==> config.mk <==
export PLATFORM = sky130hd
export DESIGN_NAME = entrada_dados
export DESIGN_NICKNAME = d
export VERILOG_FILES = /design/src/rtl/entrada_dados.sv
export SDC_FILE = /design/constraint.sdc
export NUM_CORES = 1
export LEC_CHECK = 0
export ABC_CLOCK_PERIOD_IN_PS = 2800
export BUFFER_PORTS_ARGS = -buffer_cell sky130_fd_sc_hd__buf_2
export CORE_UTILIZATION = 50
export DETAILED_ROUTE_END_ITERATION = 8
export GPL_TIMING_DRIVEN = 0
export PLACE_DENSITY_LB_ADDON = 0.2
export SYNTH_ARGS = -nofsm -noshare
export SYNTH_HDL_FRONTEND = slang
export SYNTH_SLANG_ARGS = --single-unit
==> constraint.sdc <==
create_clock -name CLK -period 2.8 [get_ports CLK]
set_input_delay 0.42 -clock CLK [delete_from_list [all_inputs] [get_ports CLK]]
set_output_delay 0.42 -clock CLK [all_outputs]
set_load 0.02 [all_outputs]
==> src/rtl/entrada_dados.sv <==
// User input unit: debounced confirm button captures sign-extended Switches into Dado.
// Press/release take DEB_CYCLES+2 cycles each; Stall holds the pipeline from IO==2'b10 until DONE.
module entrada_dados #(
    parameter int DEB_CYCLES = 50000
) (
    input  logic        CLK,
    input  logic        Reset,
    input  logic [1:0]  IO,
    input  logic [10:0] Switches,
    input  logic        Botao,
    output logic [31:0] Dado,
    output logic        Pronto,
    output logic        Stall,
    output logic        IOLED
);

    localparam int CW = $clog2(DEB_CYCLES + 1);

    typedef enum logic [1:0] {
        IDLE         = 2'd0,
        WAIT_PRESS   = 2'd1,
        WAIT_RELEASE = 2'd2,
        DONE         = 2'd3
    } state_t;

    state_t        state;
    logic          sync1;
    logic          sync2;
    logic          deb_level;
    logic [CW-1:0] deb_cnt;
    logic          pronto_q;
    logic          ioled_q;
    logic          io_req;
    logic          flip;
    logic          press;
    logic          release_evt;

    assign io_req = (IO == 2'b10);

    // The level flips on the DEB_CYCLES-th consecutive differing cycle; that same
    // cycle is the press/release event seen by the FSM.
    assign flip        = (sync2 != deb_level) && (deb_cnt == CW'(DEB_CYCLES - 1));
    assign press       = flip && deb_level;
    assign release_evt = flip && !deb_level;

    always_ff @(posedge CLK) begin
        if (Reset) begin
            sync1     <= 1'b1;
            sync2     <= 1'b1;
            deb_level <= 1'b1;
            deb_cnt   <= '0;
        end else begin
            sync1 <= Botao;
            sync2 <= sync1;
            if (sync2 == deb_level) begin
                deb_cnt <= '0;
            end else if (flip) begin
                deb_level <= sync2;
                deb_cnt   <= '0;
            end else begin
                deb_cnt <= deb_cnt + 1'b1;
            end
        end
    end

    always_ff @(posedge CLK) begin
        if (Reset) begin
            state    <= IDLE;
            Dado     <= '0;
            pronto_q <= 1'b0;
            ioled_q  <= 1'b0;
        end else begin
            pronto_q <= 1'b0;
            case (state)
                IDLE: begin
                    if (io_req) begin
                        state   <= WAIT_PRESS;
                        ioled_q <= 1'b1;
                    end
                end
                WAIT_PRESS: begin
                    if (!io_req) begin
                        state   <= IDLE;
                        ioled_q <= 1'b0;
                    end else if (press) begin
                        Dado  <= {{21{Switches[10]}}, Switches};
                        state <= WAIT_RELEASE;
                    end
                end
                WAIT_RELEASE: begin
                    if (!io_req) begin
                        state   <= IDLE;
                        ioled_q <= 1'b0;
                    end else if (release_evt) begin
                        state    <= DONE;
                        ioled_q  <= 1'b0;
                        pronto_q <= 1'b1;
                    end
                end
                default: begin
                    state   <= IDLE;
                    ioled_q <= 1'b0;
                end
            endcase
        end
    end

    // Combinational so the stall starts in the very cycle the instruction shows up.
    assign Stall  = io_req && (state != DONE);
    assign Pronto = pronto_q;
    assign IOLED  = ioled_q;

endmodule

==> qor.csv, run 1 <==
metric;value;unit
GRT Total Usage;20.0;%
Peak VDD IR;0.272;mV
Final Cycle Share;77.2;%
Final Hold Fails;0;
DRT Pass-1 Iters;4;
drt initial violations;70;
min Tclk post-route;2.16;ns
#FFs+latches synth;34;
P per Cell Area;400;nW/µm²
Num CTS Buffers;5;
Finish-stage setup viols;0;
Layout area overhead;21.7;%
core area;3050;µm²
Synth area leaders;dfxtp_1, buf_4, xnor2_1;
syn_area_per_cell;8.46;µm²
Worst path top cell family by delay;simple AND/OR/NAND/NOR gates;
status;finished clean;
nets@finish;264;
post-placement cell count;284;
Worst Path Buf+Inv;2;
Vias;1445;
Clock Pin Slew Worst Setup and Hold Paths;0.09;ns
Worst Tran Pin Value;0.667;ns
Post-CTS Hold Fix Bufs;0;
ant diodes;0;
number of global-route vias before repair;1220;
CTS max path bufs;2;
die area;3460;µm²
layout cells sized above 1;35.8;%
Mapped Cells;191;
Pleak;0.851;nW
vias per cell;4.98;
maximum number of pins on one net before global-route repair;24;
largest stage delay on the critical path;0.59;ns
arrival time worst endpoint;2.39;ns
Post-CTS Setup Bufs;0;
required time worst endpoint;3.02;ns
row count;20;
Die H;58.9;µm
Max-cap violations;0;
Netlist Area Pre-Place;1620;µm²
first-pass GRT wire length;5180;µm
gpl congestion;0.797;
CTS H-tree lvls;2;
drt wl/cell;11.3;µm
slowest library cell on the worst path;or4_1;
Final ANT Viol Nets;0;
Hold Crit Class;input pin to register;
CP endpoint kind;register;
Clock Latency Late Sink;0.34;ns
synth cell count leaders;dfxtp_1, buf_4, nor2_1, a21oi_1, nand3_1;
largest area contributor in the netlist;dfxtp_1;
# DRC;0;
I/O pin count;51;
top-count cell post-synth;dfxtp_1;
Rel. slew slack;55.5;%
clk sinks;34;
CTS root buf;clkbuf_4;
worst hold slack;0.266;ns
initial antenna violation count;0;
TritonCTS clock tree;done;
cell repeated most along the worst path;buf_2;
max-slew violation count;0;
gr ovfl total;0;
DRT Wirelength;3270;µm
Post-synth ARST share;0;%
Max Fclk;0.463;GHz
Max Clock Skew;0.0151;ns
Synth Flop Type;dfxtp_1;
Final TNS setup;0;ns
Critical Path Start Type;register;
DP HPWL;2460;µm
Seq/Total Area, Yosys;42.1;%
DIE WIDTH;58.9;µm
syn_nets;208;
non-filler cells, final;290;
Yosys warning count;0;
critical path class;register to register;
port bufs;49;
RSZ-0062 raised after global routing;false;
cells resized by post-CTS repair;0;
Initial Util;53.0;%
Max FO, Critical Path;10;
crit-path cells;ha_1, nand4_1, or4_1, buf_2, nand2_2, buf_2, nor2_1;
number of synthesized flops with an enable pin;0;
Yosys top cell area share;42.1;%
post-synth cell types;33;
[worst register-to-register path, cell delays in order, from the launching register on]
cell	delay, ns
dfxtp_1	0.38
ha_1	0.22
nand4_1	0.27
or4_1	0.59
buf_2	0.18
nand2_2	0.11
buf_2	0.23
nor2_1	0.07
[worst paths after layout]
check | slack (ns) | endpoint | depth (start not counted) | from
setup / recovery | 0.64 | deb_cnt[5] | 7 | deb_cnt[0]
hold / removal | 0.27 | sync1 | 2 | Botao
setup reg to reg | 0.64 | deb_cnt[5] | 7 | deb_cnt[0]
hold reg to reg | 0.42 | sync2 | 1 | sync1
[registers in the layout (all words and copies together), names as in the netlist]
name and cells:
IOLED 1, sync2 1, Dado 11, Pronto 1
sync1 1, deb_cnt 16, deb_level 1, state 2
[where the power goes]
| part | switching (mW) | internal (mW) | total (mW) | leakage (nW) |
|---|---|---|---|---|
| logic | 0.0175 | 0.0143 | 0.0318 | 0.546 |
| clock network | 0.153 | 0.113 | 0.266 | 0.0302 |
| registers | 0.00279 | 0.487 | 0.490 | 0.275 |
| total | 0.174 | 0.614 | 0.788 | 0.851 |
[cells by family after synthesis]
group                    Yosys count  share of synthesized area, %
AO/OA/AOI/OAI                     34                          10.8
buffers and inverters             35                          13.7
multiplexers                       1                         0.619
adder cells (fa/ha/maj)            1                         0.774
flip-flops                        34                          42.1
XOR/XNOR                          13                          7.04
AND/OR/NAND/NOR                   73                          25.0
[metal layers]
layer  vias to the layer above  GRT usage, %  share of wire (%)
met1                       636          24.8                 47
met3                         6          6.59                9.0
li1                        745             -                  -
met4                         0          8.16                1.2
met2                        58          32.0                 43
met5                         -             0                  0
[placed cells by master, fill, tap and decap left out, types with 2 or more instances in the layout]
cell type	n
nand4_1	4
o21ai_0	7
clkbuf_4	5
buf_4	21
nand2_1	6
nand2b_1	4
xor2_1	2
dfxtp_1	34
nand3_1	16
inv_1	6
nor2_1	21
o21ai_1	7
nor3_1	4
a21oi_1	19
nor4_1	4
or2_2	3
buf_2	52
xnor2_1	11
clkbuf_1	4
[cell type report]
type                    count  area (µm²)
fillers                   284        1080
multi-input cells         122         714
flip-flops and latches     34         681
repair buffers             49         245
plain buffers              29         199
well taps                  44        55.1
clock buffers               6        51.3
inverters                   6        22.5
[stage by stage]
| stage | utilization, % | total power [mW] | worst slack, ns | area, µm² |
|---|---|---|---|---|
| 5_1_grt | 64.5 | 0.818 | 0.485 | 1970 |
| 3_5_place_dp | 62.8 | 0.533 | 0.628 | 1920 |
| 3_3_place_gp | 62.8 | 0.533 | 0.673 | 1920 |
| 2_1_floorplan | - | 0.517 | 0.867 | 1620 |
| 4_1_cts | 64.5 | 0.796 | 0.619 | 1970 |
| 6_report | 64.5 | 0.788 | 0.639 | 1970 |
(Power assumes the default switching activity.)
==> run 2: changes to the inputs <==
--- a/config.mk
+++ b/config.mk
@@ -5,9 +5,9 @@
 export SDC_FILE = /design/constraint.sdc
 export NUM_CORES = 1
 export LEC_CHECK = 0
-export ABC_CLOCK_PERIOD_IN_PS = 2800
+export ABC_CLOCK_PERIOD_IN_PS = 1800
 export BUFFER_PORTS_ARGS = -buffer_cell sky130_fd_sc_hd__buf_2
-export CORE_UTILIZATION = 50
+export CORE_UTILIZATION = 45
 export DETAILED_ROUTE_END_ITERATION = 8
 export GPL_TIMING_DRIVEN = 0
 export PLACE_DENSITY_LB_ADDON = 0.2
==> constraint.sdc (replaced) <==
create_clock -name CLK -period 1.8 [get_ports CLK]
set_input_delay 0.27 -clock CLK [delete_from_list [all_inputs] [get_ports CLK]]
set_output_delay 0.27 -clock CLK [all_outputs]
set_load 0.02 [all_outputs]
==> qor.csv, run 2 (synthesis gave the netlist of run 1 again) <==
metric;value;unit;change
sequential cell area;692;µm²;+1.7%
min Tclk post-route;1.89;ns;-0.268 ns
die area;3840;µm²;+11%
required time worst endpoint;2.01;ns;-1.01 ns
Max-cap violations;0;;unchanged
CTS max path bufs;2;;unchanged
Hold Crit Depth;2;;unchanged
DIE WIDTH;61.9;µm;+5.2%
Largest register FFs;16;;unchanged
DRT Wirelength;3480;µm;+6.2%
gr ovfl total;0;;unchanged
DRT Pass-1 Iters;4;;unchanged
Final ANT Viol Nets;0;;unchanged
Final Hold Fails;0;;unchanged
Top reg by flops;deb_cnt;;
Max Fclk;0.528;GHz;+14%
Num CTS Buffers;5;;unchanged
worst reg2reg path depth;5;;-2
Hold Crit Class;input pin to register;;
TritonCTS clock tree;done;;
Max FO, Critical Path;7;;-3
port bufs;49;;unchanged
drt initial violations;62;;-11%
Max Clock Skew;0.00614;ns;-0.00894 ns
drt wl/cell;11.5;µm;+2.0%
Pleak;0.919;nW;+8.0%
Clock Pin Slew Worst Setup and Hold Paths;0.10;ns;about the same
top flop regs;deb_cnt (16), Dado (11), state (2);;
# DRC;0;;unchanged
Vias;1490;;+3.1%
critical path class;register to register;;
Finish-stage setup viols;20;;+20
status;complete, but fails checks;;
CP endpoint kind;register;;
Clock Latency Late Sink;0.33;ns;about the same
Initial Util;47.7;%;-5.3 points
post-layout util;64.0;%;-0.42 points
Worst Tran Pin Value;0.564;ns;-0.103 ns
ant diodes;0;;unchanged
DP HPWL;2380;µm;-3.3%
vias per cell;4.93;;-0.98%
Total Power;1.20;mW;+52%
most frequent cells in the layout;buf_2, buf_4, dfxtp_1;;
setup ws final;-0.0930;ns;-0.732 ns
RSZ-0062 raised after global routing;true;;
GRT Total Usage;18.9;%;-1.1 points
violated checks;setup timing;;
arrival time worst endpoint;2.10;ns;-0.29 ns
nets@finish;273;;+3.4%
P per Cell Area;551;nW/µm²;+38%
Final Cycle Share;105;%;+28 points
worst hold slack;0.121;ns;-0.145 ns
gpl congestion;0.764;;-4.1%
maximum number of pins on one net before global-route repair;24;;unchanged
Filler cells;290;;+2.1%
I/O pin count;51;;unchanged
Critical Path Start Type;register;;
CTS H-tree lvls;2;;unchanged
CTS root buf;clkbuf_4;;
initial antenna violation count;0;;unchanged
number of global-route vias before repair;1200;;-1.6%
max-slew violation count;0;;unchanged
row count;21;;+5.0%
Die H;61.9;µm;+5.2%
area of the multi-input gates;805;µm²;+13%
Rel. slew slack;62.4;%;+6.9 points
placed cell area;1950;µm²;+1.8%
clk sinks;34;;unchanged
first-pass GRT wire length;5180;µm;+0.12%
Layout area overhead;34.3;%;
post-route cell area;2170;µm²;+10%
most common cell after layout, fill and taps aside;buf_2;;
core area;3390;µm²;+11%
Peak VDD IR;0.484;mV;+78%
layout cells sized above 1;46.5;%;+11 points
## run 2: changes by cell type in the layout (fill, tap and decap cells not counted), moves of 3 or more
cell	change
buf_4	+9
o21ai_2	+5
dfxtp_1	-7
dfxtp_2	+6
o21ai_1	-4
buf_2	-3
## run 2: what timing repair did
| item | 4_1_cts | 5_1_grt |
|---|---|---|
| cloned | 0 | 1 |
| resized for setup | 5 | 22 |
| endpoints found under the setup margin | 27 | 47 |
| setup buffers | 4 | 5 |
| hold buffers | 0 | 0 |
| pin swaps | 0 | 5 |
| hold endpoints to repair | 0 | 0 |
## run 2: critical path, cell delays in order, from the launching register on
cell	delay [ns]
dfxtp_4	0.36
or4_4	0.51
or4_4	0.50
clkbuf_16	0.20
o21ai_2	0.13
a21oi_1	0.08
## run 2: area by class of cell
| cell class | instances | area share, % |
|---|---|---|
| inverters | 6 | 1.04 |
| multi-input cells | 122 | 37.1 |
| repair buffers | 59 | 15.7 |
| clock buffers | 7 | 2.07 |
| plain buffers | 28 | 9.57 |
| flip-flops and latches | 34 | 31.9 |
| well taps | 46 | 2.65 |
## run 2: power breakdown
group | switching, mW | total (mW) | internal, mW
registers | 0.00460 | 0.760 | 0.756
logic | 0.0290 | 0.0531 | 0.0241
clock network | 0.234 | 0.382 | 0.147
## run 2: per-layer routing
layer,global-route usage (%),share of wire [%],vias to the layer above
met5,0,0,-
met4,8.25,1.3,0
li1,-,-,765
met2,28.7,44,56
met1,24.2,48,665
met3,7.04,6.8,4
## run 2: path summary, 6_finish.rpt
check | from | endpoint | slack (ns)
setup reg to reg | deb_cnt[7] | Dado[8] | -0.09
hold reg to reg | sync1 | sync2 | 0.42
hold / removal | Botao | sync1 | 0.12
setup / recovery | deb_cnt[7] | Dado[8] | -0.09
## run 2: per-stage QoR
step / cells / setup slack, ns / TNS [ns]
after floorplan: 191 / -0.0344 / -0.233
after global placement: 286 / -0.206 / -3.63
after detailed placement: 286 / -0.224 / -3.69
after CTS: 296 / -0.0860 / -0.654
after global routing: 302 / -0.131 / -1.90
final: 302 / -0.0930 / -0.533
==> run 3: changes to the inputs <==
--- a/config.mk
+++ b/config.mk
@@ -10,7 +10,7 @@
 export CORE_UTILIZATION = 45
 export DETAILED_ROUTE_END_ITERATION = 8
 export GPL_TIMING_DRIVEN = 0
-export PLACE_DENSITY_LB_ADDON = 0.2
+export PLACE_DENSITY_LB_ADDON = 0.05
 export SYNTH_ARGS = -nofsm -noshare
 export SYNTH_HDL_FRONTEND = slang
 export SYNTH_SLANG_ARGS = --single-unit
==> qor.csv, run 3 (synthesis gave the netlist of run 1 again) <==
metric;value;unit;change
gr ovfl total;0;;unchanged
Top reg by flops;deb_cnt;;
Worst Tran Pin Value;0.468;ns;-0.0959 ns
Hold Crit Class;input pin to register;;
Worst Setup SP;deb_cnt[7];;
layout cells sized above 1;43.1;%;-3.4 points
DP HPWL;2280;µm;-4.0%
number of global-route vias before repair;1125;;-6.3%
cell repeated most along the worst path;or4_4;;
most frequent cells in the layout;buf_2, dfxtp_1, buf_4;;
origin of the critical flop-to-flop path;deb_cnt[7];;
port bufs;49;;unchanged
drt wl/cell;11.1;µm;-3.4%
# DRC;0;;unchanged
Switching Share;22.6;%;+0.15 points
DRT Pass-1 Iters;4;;unchanged
gpl congestion;0.744;;-2.7%
Vias;1462;;-1.9%
arrival time worst endpoint;2.10;ns;about the same
sequential cell area;691;µm²;-0.18%
worst hold slack;0.110;ns;-0.0106 ns
P per Cell Area;568;nW/µm²;+3.2%
DRT Wirelength;3330;µm;-4.3%
DIE WIDTH;61.9;µm;unchanged
worst hold start;Botao;;
Total Power;1.20;mW;+0.12%
Rel. slew slack;68.8;%;+6.4 points
most common cell after layout, fill and taps aside;buf_2;;
placed cell area;1950;µm²;unchanged
first-pass GRT wire length;5010;µm;-3.3%
post-route cell area;2110;µm²;-2.9%
Final Hold Fails;0;;unchanged
Clock power frac;32.2;%;+0.3 points
Finish-stage setup viols;19;;-5.0%
Critical Path Start Type;register;;
Initial Util;47.7;%;unchanged
Filler cells;304;;+4.8%
Final ANT Viol Nets;0;;unchanged
RSZ-0062 raised after global routing;true;;
Max Fclk;0.530;GHz;+0.29%
CTS max path bufs;2;;unchanged
row count;21;;unchanged
I/O pin count;51;;unchanged
min Tclk post-route;1.89;ns;-0.00551 ns
vias per cell;4.89;;-0.89%
switching power total;0.270;mW;+0.78%
clk sinks;34;;unchanged
Comb pwr share;4.3;%;about the same
crit-path cells;or4_4, or4_4, clkbuf_16, o21ai_1, a21oi_1;;
Die H;61.9;µm;unchanged
top flop regs;deb_cnt (16), Dado (11), state (2);;
drt initial violations;88;;+42%
Layout area overhead;30.3;%;
Peak VDD IR;0.409;mV;-16%
Internal;0.927;mW;about the same
maximum number of pins on one net before global-route repair;24;;unchanged
required time worst endpoint;2.01;ns;about the same
area of the multi-input gates;768;µm²;-4.5%
TritonCTS clock tree;done;;
initial antenna violation count;0;;unchanged
largest stage delay on the critical path;0.51;ns;about the same
setup ws final;-0.0875;ns;+0.00551 ns
Post-CTS Hold Fix Bufs;0;;unchanged
core area;3390;µm²;unchanged
violated checks;setup timing;;
Final Cycle Share;105;%;-0.31 points
Largest register FFs;16;;unchanged
critical path class;register to register;;
CTS H-tree lvls;2;;unchanged
slowest library cell on the worst path;or4_4;;
nets@finish;270;;-1.1%
Max-cap violations;0;;unchanged
Pleak;0.899;nW;-2.2%
Clock Latency Late Sink;0.34;ns;about the same
Clock Pin Slew Worst Setup and Hold Paths;0.09;ns;about the same
GRT Total Usage;18.2;%;-0.79 points
Max FO, Critical Path;8;;+1
status;complete, but fails checks;;
CTS root buf;clkbuf_4;;
max-slew violation count;0;;unchanged
ant diodes;0;;unchanged
Num CTS Buffers;5;;unchanged
CP endpoint kind;register;;
Max Clock Skew;0.00543;ns;-0.000714 ns
Seq pwr share;63.5;%;about the same
die area;3840;µm²;unchanged
==> run 3: what timing repair did <==
| item | in CTS | in global routing |
|---|---|---|
| setup endpoints to repair | 27 | 46 |
| pin swaps | 0 | 4 |
| resized for setup | 4 | 11 |
| hold endpoints to repair | 0 | 0 |
| cloned | 0 | 1 |
| buffers inserted | 5 | 1 |
==> run 3: critical path, delay by kind of cell, from the launching register on <==
kind | cells | cell delay (ns)
flip-flops | 1 | 0.36
AND/OR/NAND/NOR | 2 | 1.02
buffers and inverters | 1 | 0.20
AO/OA/AOI/OAI | 2 | 0.18
==> run 3: final cells by class <==
type	count	share of cell area (%)
Buffer	28	9.86
Clock buffer	7	2.14
Inverter	6	1.07
Multi-Input combinational cell	122	36.5
Sequential cell	34	32.8
Tap cell	46	2.73
Timing Repair Buffer	56	15.0
==> run 3: power groups by stage <==
stage	clock network [mW]	registers (mW)	logic [mW]
after floorplan	0	0.781	0.0242
after global placement	0	0.779	0.0502
after detailed placement	0	0.779	0.0502
after CTS	0.401	0.760	0.0509
after global routing	0.443	0.762	0.0571
final	0.385	0.760	0.0511
==> run 3: metrics by stage <==
step / cells / setup TNS, ns / setup slack [ns] / utilization [%]
4_1_cts: 297 / -0.901 / -0.0881 / 60.2
3_3_place_gp: 286 / -3.91 / -0.208 / 57.5
5_1_grt: 299 / -2.28 / -0.141 / 62.2
6_report: 299 / -0.733 / -0.0875 / 62.2
3_5_place_dp: 286 / -4.37 / -0.242 / 57.5
2_1_floorplan: 191 / -0.233 / -0.0344 / -
==> run 3: path summary, 6_finish.rpt <==
check	slack, ns	depth (start not counted)	end
min reg2reg	0.42	1	sync2
max	-0.09	5	Dado[10]
min	0.11	2	sync1
max reg2reg	-0.09	5	Dado[10]
==> run 3: routing by layer <==
layer	track usage [%]	routed length [µm]	vias up
met1	24.1	1670	644
li1	-	-	756
met4	6.67	54	0
met5	0	0	-
met3	6.63	267	7
met2	27.0	1330	55
